===== config.mk =====
export PLATFORM = sky130hd
export DESIGN_NAME = mem_arbiter
export DESIGN_NICKNAME = d
export VERILOG_FILES = /design/src/rtl/mem_arbiter.sv
export SDC_FILE = /design/constraint.sdc
export NUM_CORES = 1
export LEC_CHECK = 0
export BUFFER_PORTS_ARGS = -buffer_cell sky130_fd_sc_hd__clkbuf_2
export CORE_MARGIN = 3
export CORE_UTILIZATION = 41
export CTS_CLUSTER_DIAMETER = 80
export DETAILED_ROUTE_END_ITERATION = 16
export PLACE_DENSITY = 0.92
export SLEW_MARGIN = 0
export SYNTH_ARGS = -nofsm -noshare
export SYNTH_HDL_FRONTEND = slang
export SYNTH_SLANG_ARGS = --single-unit

===== constraint.sdc =====
create_clock -name clk -period 2.5 [get_ports clk]
set_clock_uncertainty 0.05 [all_clocks]
set_input_delay 0.25 -clock clk [delete_from_list [all_inputs] [get_ports clk]]
set_output_delay 0.25 -clock clk [all_outputs]
set_load 0.02 [all_outputs]

===== src/rtl/mem_arbiter.sv =====
// mem_arbiter: shares one single-port memory between the fetch port and the load/store port.
// Build option MEM_ARB_RR_EN selects round-robin arbitration; otherwise data has fixed priority.
module mem_arbiter #(
    parameter int AW     = 16,
    parameter int DW     = 32,
    parameter int RD_LAT = 1
) (
    input  logic          clk,
    input  logic          rst,
    input  logic          if_req,
    input  logic [AW-1:0] if_addr,
    output logic          if_gnt,
    output logic          if_rvalid,
    output logic [DW-1:0] if_rdata,
    input  logic          d_req,
    input  logic          d_we,
    input  logic [3:0]    d_be,
    input  logic [AW-1:0] d_addr,
    input  logic [DW-1:0] d_wdata,
    output logic          d_gnt,
    output logic          d_rvalid,
    output logic [DW-1:0] d_rdata,
    output logic          mem_en,
    output logic          mem_we,
    output logic [3:0]    mem_be,
    output logic [AW-1:0] mem_addr,
    output logic [DW-1:0] mem_wdata,
    input  logic [DW-1:0] mem_rdata
);
    localparam int CW = 3;
    localparam logic [1:0] OWN_NONE = 2'd0;
    localparam logic [1:0] OWN_IF   = 2'd1;
    localparam logic [1:0] OWN_D    = 2'd2;

    typedef enum logic {IDLE = 1'b0, WAIT = 1'b1} state_t;

    state_t        state_r, state_s;
    logic [CW-1:0] cnt_r, cnt_s;
    logic [1:0]    owner_r, owner_s;
    logic [DW-1:0] if_hold_r, d_hold_r;
    logic          pick_d_s;
    logic          rd_gnt_s;
    logic          rv_s;
`ifdef MEM_ARB_RR_EN
    logic          last_d_r;
`endif

    // State, latency counter, owner, held read data and arbitration history.
    always_ff @(posedge clk or negedge rst) begin
        if (!rst) begin
            state_r   <= IDLE;
            cnt_r     <= {CW{1'b0}};
            owner_r   <= OWN_NONE;
            if_hold_r <= {DW{1'b0}};
            d_hold_r  <= {DW{1'b0}};
`ifdef MEM_ARB_RR_EN
            last_d_r  <= 1'b0;
`endif
        end else begin
            state_r <= state_s;
            cnt_r   <= cnt_s;
            owner_r <= owner_s;
            if (if_rvalid) begin
                if_hold_r <= mem_rdata;
            end
            if (d_rvalid) begin
                d_hold_r <= mem_rdata;
            end
`ifdef MEM_ARB_RR_EN
            if (if_gnt || d_gnt) begin
                last_d_r <= d_gnt;
            end
`endif
        end
    end

    // Arbitration: decide whether the data port wins this cycle.
    always_comb begin
        pick_d_s = 1'b0;
`ifdef MEM_ARB_RR_EN
        if (d_req && if_req) begin
            pick_d_s = !last_d_r;
        end else begin
            pick_d_s = d_req;
        end
`else
        pick_d_s = d_req;
`endif
    end

    // Grants and memory command, combinational from the winner while idle.
    always_comb begin
        if_gnt    = 1'b0;
        d_gnt     = 1'b0;
        mem_en    = 1'b0;
        mem_we    = 1'b0;
        mem_be    = 4'h0;
        mem_addr  = {AW{1'b0}};
        mem_wdata = {DW{1'b0}};
        if (rst && (state_r == IDLE)) begin
            if (pick_d_s) begin
                d_gnt     = 1'b1;
                mem_en    = 1'b1;
                mem_we    = d_we;
                mem_be    = d_we ? d_be : 4'hF;
                mem_addr  = d_addr;
                mem_wdata = d_we ? d_wdata : {DW{1'b0}};
            end else if (if_req) begin
                if_gnt   = 1'b1;
                mem_en   = 1'b1;
                mem_be   = 4'hF;
                mem_addr = if_addr;
            end else begin
                mem_en = 1'b0;
            end
        end else begin
            mem_en = 1'b0;
        end
    end

    // Read response: pulse on the last latency cycle and pass memory data straight through.
    always_comb begin
        rv_s      = rst && (state_r == WAIT) && (cnt_r == CW'(1));
        if_rvalid = rv_s && (owner_r == OWN_IF);
        d_rvalid  = rv_s && (owner_r == OWN_D);
        if_rdata  = if_rvalid ? mem_rdata : if_hold_r;
        d_rdata   = d_rvalid ? mem_rdata : d_hold_r;
    end

    // Next state: reads park the arbiter in WAIT until the counter runs out.
    always_comb begin
        state_s  = state_r;
        cnt_s    = cnt_r;
        owner_s  = owner_r;
        rd_gnt_s = if_gnt || (d_gnt && !d_we);
        case (state_r)
            IDLE: begin
                if (rd_gnt_s) begin
                    state_s = WAIT;
                    cnt_s   = CW'(RD_LAT);
                    owner_s = if_gnt ? OWN_IF : OWN_D;
                end else begin
                    state_s = IDLE;
                end
            end
            WAIT: begin
                if (cnt_r <= CW'(1)) begin
                    state_s = IDLE;
                    cnt_s   = {CW{1'b0}};
                    owner_s = OWN_NONE;
                end else begin
                    cnt_s = cnt_r - CW'(1);
                end
            end
            default: begin
                state_s = IDLE;
                cnt_s   = {CW{1'b0}};
                owner_s = OWN_NONE;
            end
        endcase
    end
endmodule

==> results by stage <==
Clock network:
- The root buffer cell chosen for the clock tree is sky130_fd_sc_hd__clkbuf_8.
- The maximum buffer depth of the clock tree is 2.
- The number of CTS-inserted buffers is 9.
- The number of H-tree branching levels is 3.
- The tree built by TritonCTS fans out to 70 sinks.
- The clock insertion delay at the later pin of the skew report is between 0.3 and 0.4 ns.
- The clock transition at the registers of the reported paths is about 0.09 ns.
- The CTS tree is yes.

Worst setup path:
- STA puts the critical path data arrival time at ~2.1 ns.
- The endpoint of the worst-slack reg-to-reg timing path is if_hold_r[0].
- The critical path is of the register to output port type.
- The critical path endpoint category is an output port.
- The critical path goes through inv_2 > ha_4 > nand4b_4 > nor3b_4 > buf_6 > buf_8 > mux2_2 > buf_4.
- The standard cell with the maximum stage delay on the critical path is sky130_fd_sc_hd__dfrtp_1.
- The largest single stage delay on the critical path is ~0.4 ns.
- The number of buffers and inverters on the critical path is 4.
- Tracing the worst setup path back leads to its startpoint at cnt_r[1].
- The critical path startpoint category is a register.
- The logic depth of the worst register-to-register path is 8.
- Across all register-to-register paths, the minimum setup slack is 0.56 ns.
- The critical path's top delay family is buffers and inverters.
- The source of the worst register-to-register timing path is cnt_r[1].
- Along the worst path, the maximum fanout reaches 9.
- The endpoint required time on the critical path is between 2 and 2.5 ns.

Detailed routing:
- In this run the remaining antenna-violating nets after routing total 0.
- In the routed design, unresolved DRC markers number 0.
- After detailed routing, the wire length on met1 is a little over 4 mm.
- The total wire length is 11.3 mm.
- Wire segments on met2 add up to slightly above 6 mm in the final route.
- Before antenna repair, the detailed router went through 4 iterations.
- The total via count after detailed routing is roughly 2900.
- The initial detailed-routing violation count is 66.
- Wire segments on met3 add up to roughly 860 µm in the final route.
- Dividing the detail-routed wire length by the instance count gives between 15 and 20 µm.
- The average via count per standard cell is roughly 5.
- The top routing layer in use is met4.

Final layout:
- The number of filler instances in the final layout is between 500 and 600.
- The combined area of the multi-input logic cells is 1460 µm².
- 0 antenna diodes ended up in the layout.
- Once layout is done, the placed cells without fillers occupy roughly 5000 µm².
- The finished layout holds 581 standard cells, fillers aside.
- The area growth from synthesis to layout is 57.2%.
- Summing all flip-flop and latch instances after layout gives around 1800 µm².
- The proportion of layout cells with a drive suffix above 1 is between 60 and 70%.
- The layout net count is 585.
- Leaving out fill and tap cells, the most frequent cell in the layout is sky130_fd_sc_hd__clkbuf_2.
- Leaving out fill and tap cells, the most frequent cells in the layout are sky130_fd_sc_hd__clkbuf_2 (187), sky130_fd_sc_hd__dfrtp_1 (69), sky130_fd_sc_hd__and2_1 (34).

Placed design:
- Before CTS, the worst setup slack after placement is around 0.31 ns.
- The placer's final routability congestion estimate is 0.889.
- The number of placed instances with taps included is 555.
- The detailed-placement wirelength estimate is 8.37 mm.
- In this run the tool buffered the top-level ports with approximately 230 buffer cells.
- Summing all placed instances gives a cell area of between 4000 and 5000 µm².

Power:
- Total power for the finished layout comes to roughly 4.6 mW.
- The total leakage power is roughly 2.8 nW.
- VDD sags by at most roughly 0.00046 V.
- The ratio of total power to cell area is 919 nW/µm².

Yosys:
- The number of synthesized register bits is 70.
- The most frequently used flop master after synthesis is sky130_fd_sc_hd__dfrtp_1.
- The synthesized net count is between 300 and 400.
- The number of different library cells in the post-synthesis netlist is 30.
- In this run, synthesis inferred 0 flip-flops with an integrated enable.
- The Yosys step of the flow raised 0 warnings.
- The portion of the post-synthesis area used by sequential elements is between 50% and 60%.
- The synthesized netlist occupies a cell area of ~3200 µm².
- The share of synthesized area in the top cell type comes to between 50% and 60%.
- In this run the mean area of a mapped cell was approximately 14 µm².
- The number of standard cells after synthesis is between 200 and 250.
- By area the synthesized netlist is led by sky130_fd_sc_hd__dfrtp_1 (55%), sky130_fd_sc_hd__mux2_2 (20%), sky130_fd_sc_hd__and2_1 (6.6%).
- Of all flip-flops after synthesis, the portion carrying an async set or reset was between 90% and 100%.
- Summed over all instances, the cell type with the most area after synthesis is sky130_fd_sc_hd__dfrtp_1.

STA:
- The number of failing hold endpoints at the final stage is 0.
- After layout, the worst path uses between 90% and 100% of the clock period.
- The setup violation total in the final timing report is 0.
- Setup repair after global routing could not meet its margin everywhere.
- The headroom to the max-slew limit is 46.3%.
- For this run, the top clock speed supported by timing is 409 MHz.
- Hold timing on the final database bottoms out at a slack of between 0.1 and 0.15 ns.
- The clock period minus worst slack is 2.44 ns.
- The final max-slew violation count is 0.
- For the pin with the worst max-slew slack, the measured transition is a little over 0.8 ns.
- The worst path meets setup with 0.0561 ns of slack.

GRT:
- The number of global-route vias before repair is roughly 2900.
- The largest net degree at the start of global routing is between 60 and 70.
- The first global-routing pass estimated 15.0 mm of wire.
- Global routing finished with a remaining overflow of 0.
- The total routing usage reported by global routing is between 20% and 30%.
- The initial antenna violation count is 0.

Hold path:
- The kind of path behind the tightest hold check is primary input to register.
- Counting instances, the worst hold path has a depth of 2.
- The worst hold path begins at mem_rdata[18].
- The worst hold path terminates at if_hold_r[18].

Floorplanning:
- The effective utilization at floorplan is between 40% and 50%.
- Measured along the y axis, the die boundary spans about 94 µm.
- The number of cell rows is 31.
- The width of the die is 94.4 µm.
- The total area inside the core boundary comes to 7410 µm².
- The die covers slightly below 9000 µm².
- The number of top-level pins is about 230.

Run status:
- The run finished with clean final reports.

Run:
- The count of maximum capacitance violations is 0.
cells in the mapped netlist (2+ instances only):
| master | instances |
|---|---|
| sky130_fd_sc_hd__mux2_2 | 58 |
| sky130_fd_sc_hd__o22ai_1 | 2 |
| sky130_fd_sc_hd__buf_2 | 3 |
| sky130_fd_sc_hd__a22o_1 | 16 |
| sky130_fd_sc_hd__and2_1 | 34 |
| sky130_fd_sc_hd__inv_1 | 4 |
| sky130_fd_sc_hd__dfrtp_1 | 70 |
| sky130_fd_sc_hd__o21ai_0 | 2 |
| sky130_fd_sc_hd__nor2b_1 | 4 |
| sky130_fd_sc_hd__a21o_1 | 4 |
| sky130_fd_sc_hd__nor3b_4 | 2 |
| sky130_fd_sc_hd__clkbuf_1 | 5 |
| sky130_fd_sc_hd__ha_1 | 2 |
| sky130_fd_sc_hd__nand2_1 | 3 |
| sky130_fd_sc_hd__mux2_1 | 6 |
| sky130_fd_sc_hd__buf_6 | 6 |
kinds of logic (layout without fill, tap and decap cells):
kind of cell / after synthesis / after routing / synth area share, %
compound gates: 30 / 30 / 7.50
fa+ha+maj: 2 / 2 / 0.781
buf+inv: 18 / 265 / 3.63
flops: 70 / 70 / 54.7
mux: 64 / 64 / 22.5
simple gates: 51 / 51 / 10.9
layer usage:
metal,global-route usage [%],vias up
li1,-,1316
met1,22.8,1399
met2,42.1,144
met3,8.05,19
met4,7.70,0
met5,0,-
flip-flops by register name, indices dropped and copies added (netlist names):
name       flops
d_hold_r      32
cnt_r          3
owner_r        2
if_hold_r     32
state_r        1
report_power, final:
group	internal, mW	total, mW	switching, mW
registers	1.47	1.63	0.160
clock network	0.381	0.808	0.427
logic	1.02	2.19	1.17
per-stage QoR:
stage	setup TNS, ns	util, %
4_1_cts	-0.0230	63.3
6_report	0	68.0
5_1_grt	-1.04	68.0
3_3_place_gp	0	59.9
3_5_place_dp	0	59.9
2_1_floorplan	0	-
area by class of cell:
class	instances	share of cell area, %
multi-input cells	147	29.0
clock buffers	10	2.73
well taps	99	2.46
inverters	4	0.298
flip-flops and latches	70	34.8
repair buffers	246	30.0
clock inverters	5	0.721
timing repair:
action                     CTS  global route
setup endpoints to repair   61            64
gates cloned                 1             2
pin swaps                    1             2
hold endpoints to repair     6             0
gates resized for setup      9           124
buffers inserted             2             6
hold buffers                 1             0
how the worst max path moves through the flow:
| stage | cells past startpoint | end |
|---|---|---|
| after global placement | 7 | if_rdata[20] |
| final | 8 | d_rdata[1] |
| after detailed placement | 7 | if_rdata[23] |
| after floorplan | 6 | d_rdata[22] |
| after CTS | 8 | if_rdata[21] |
| after global routing | 8 | d_rdata[15] |
No activity file was read; power rests on OpenSTA's default activity.
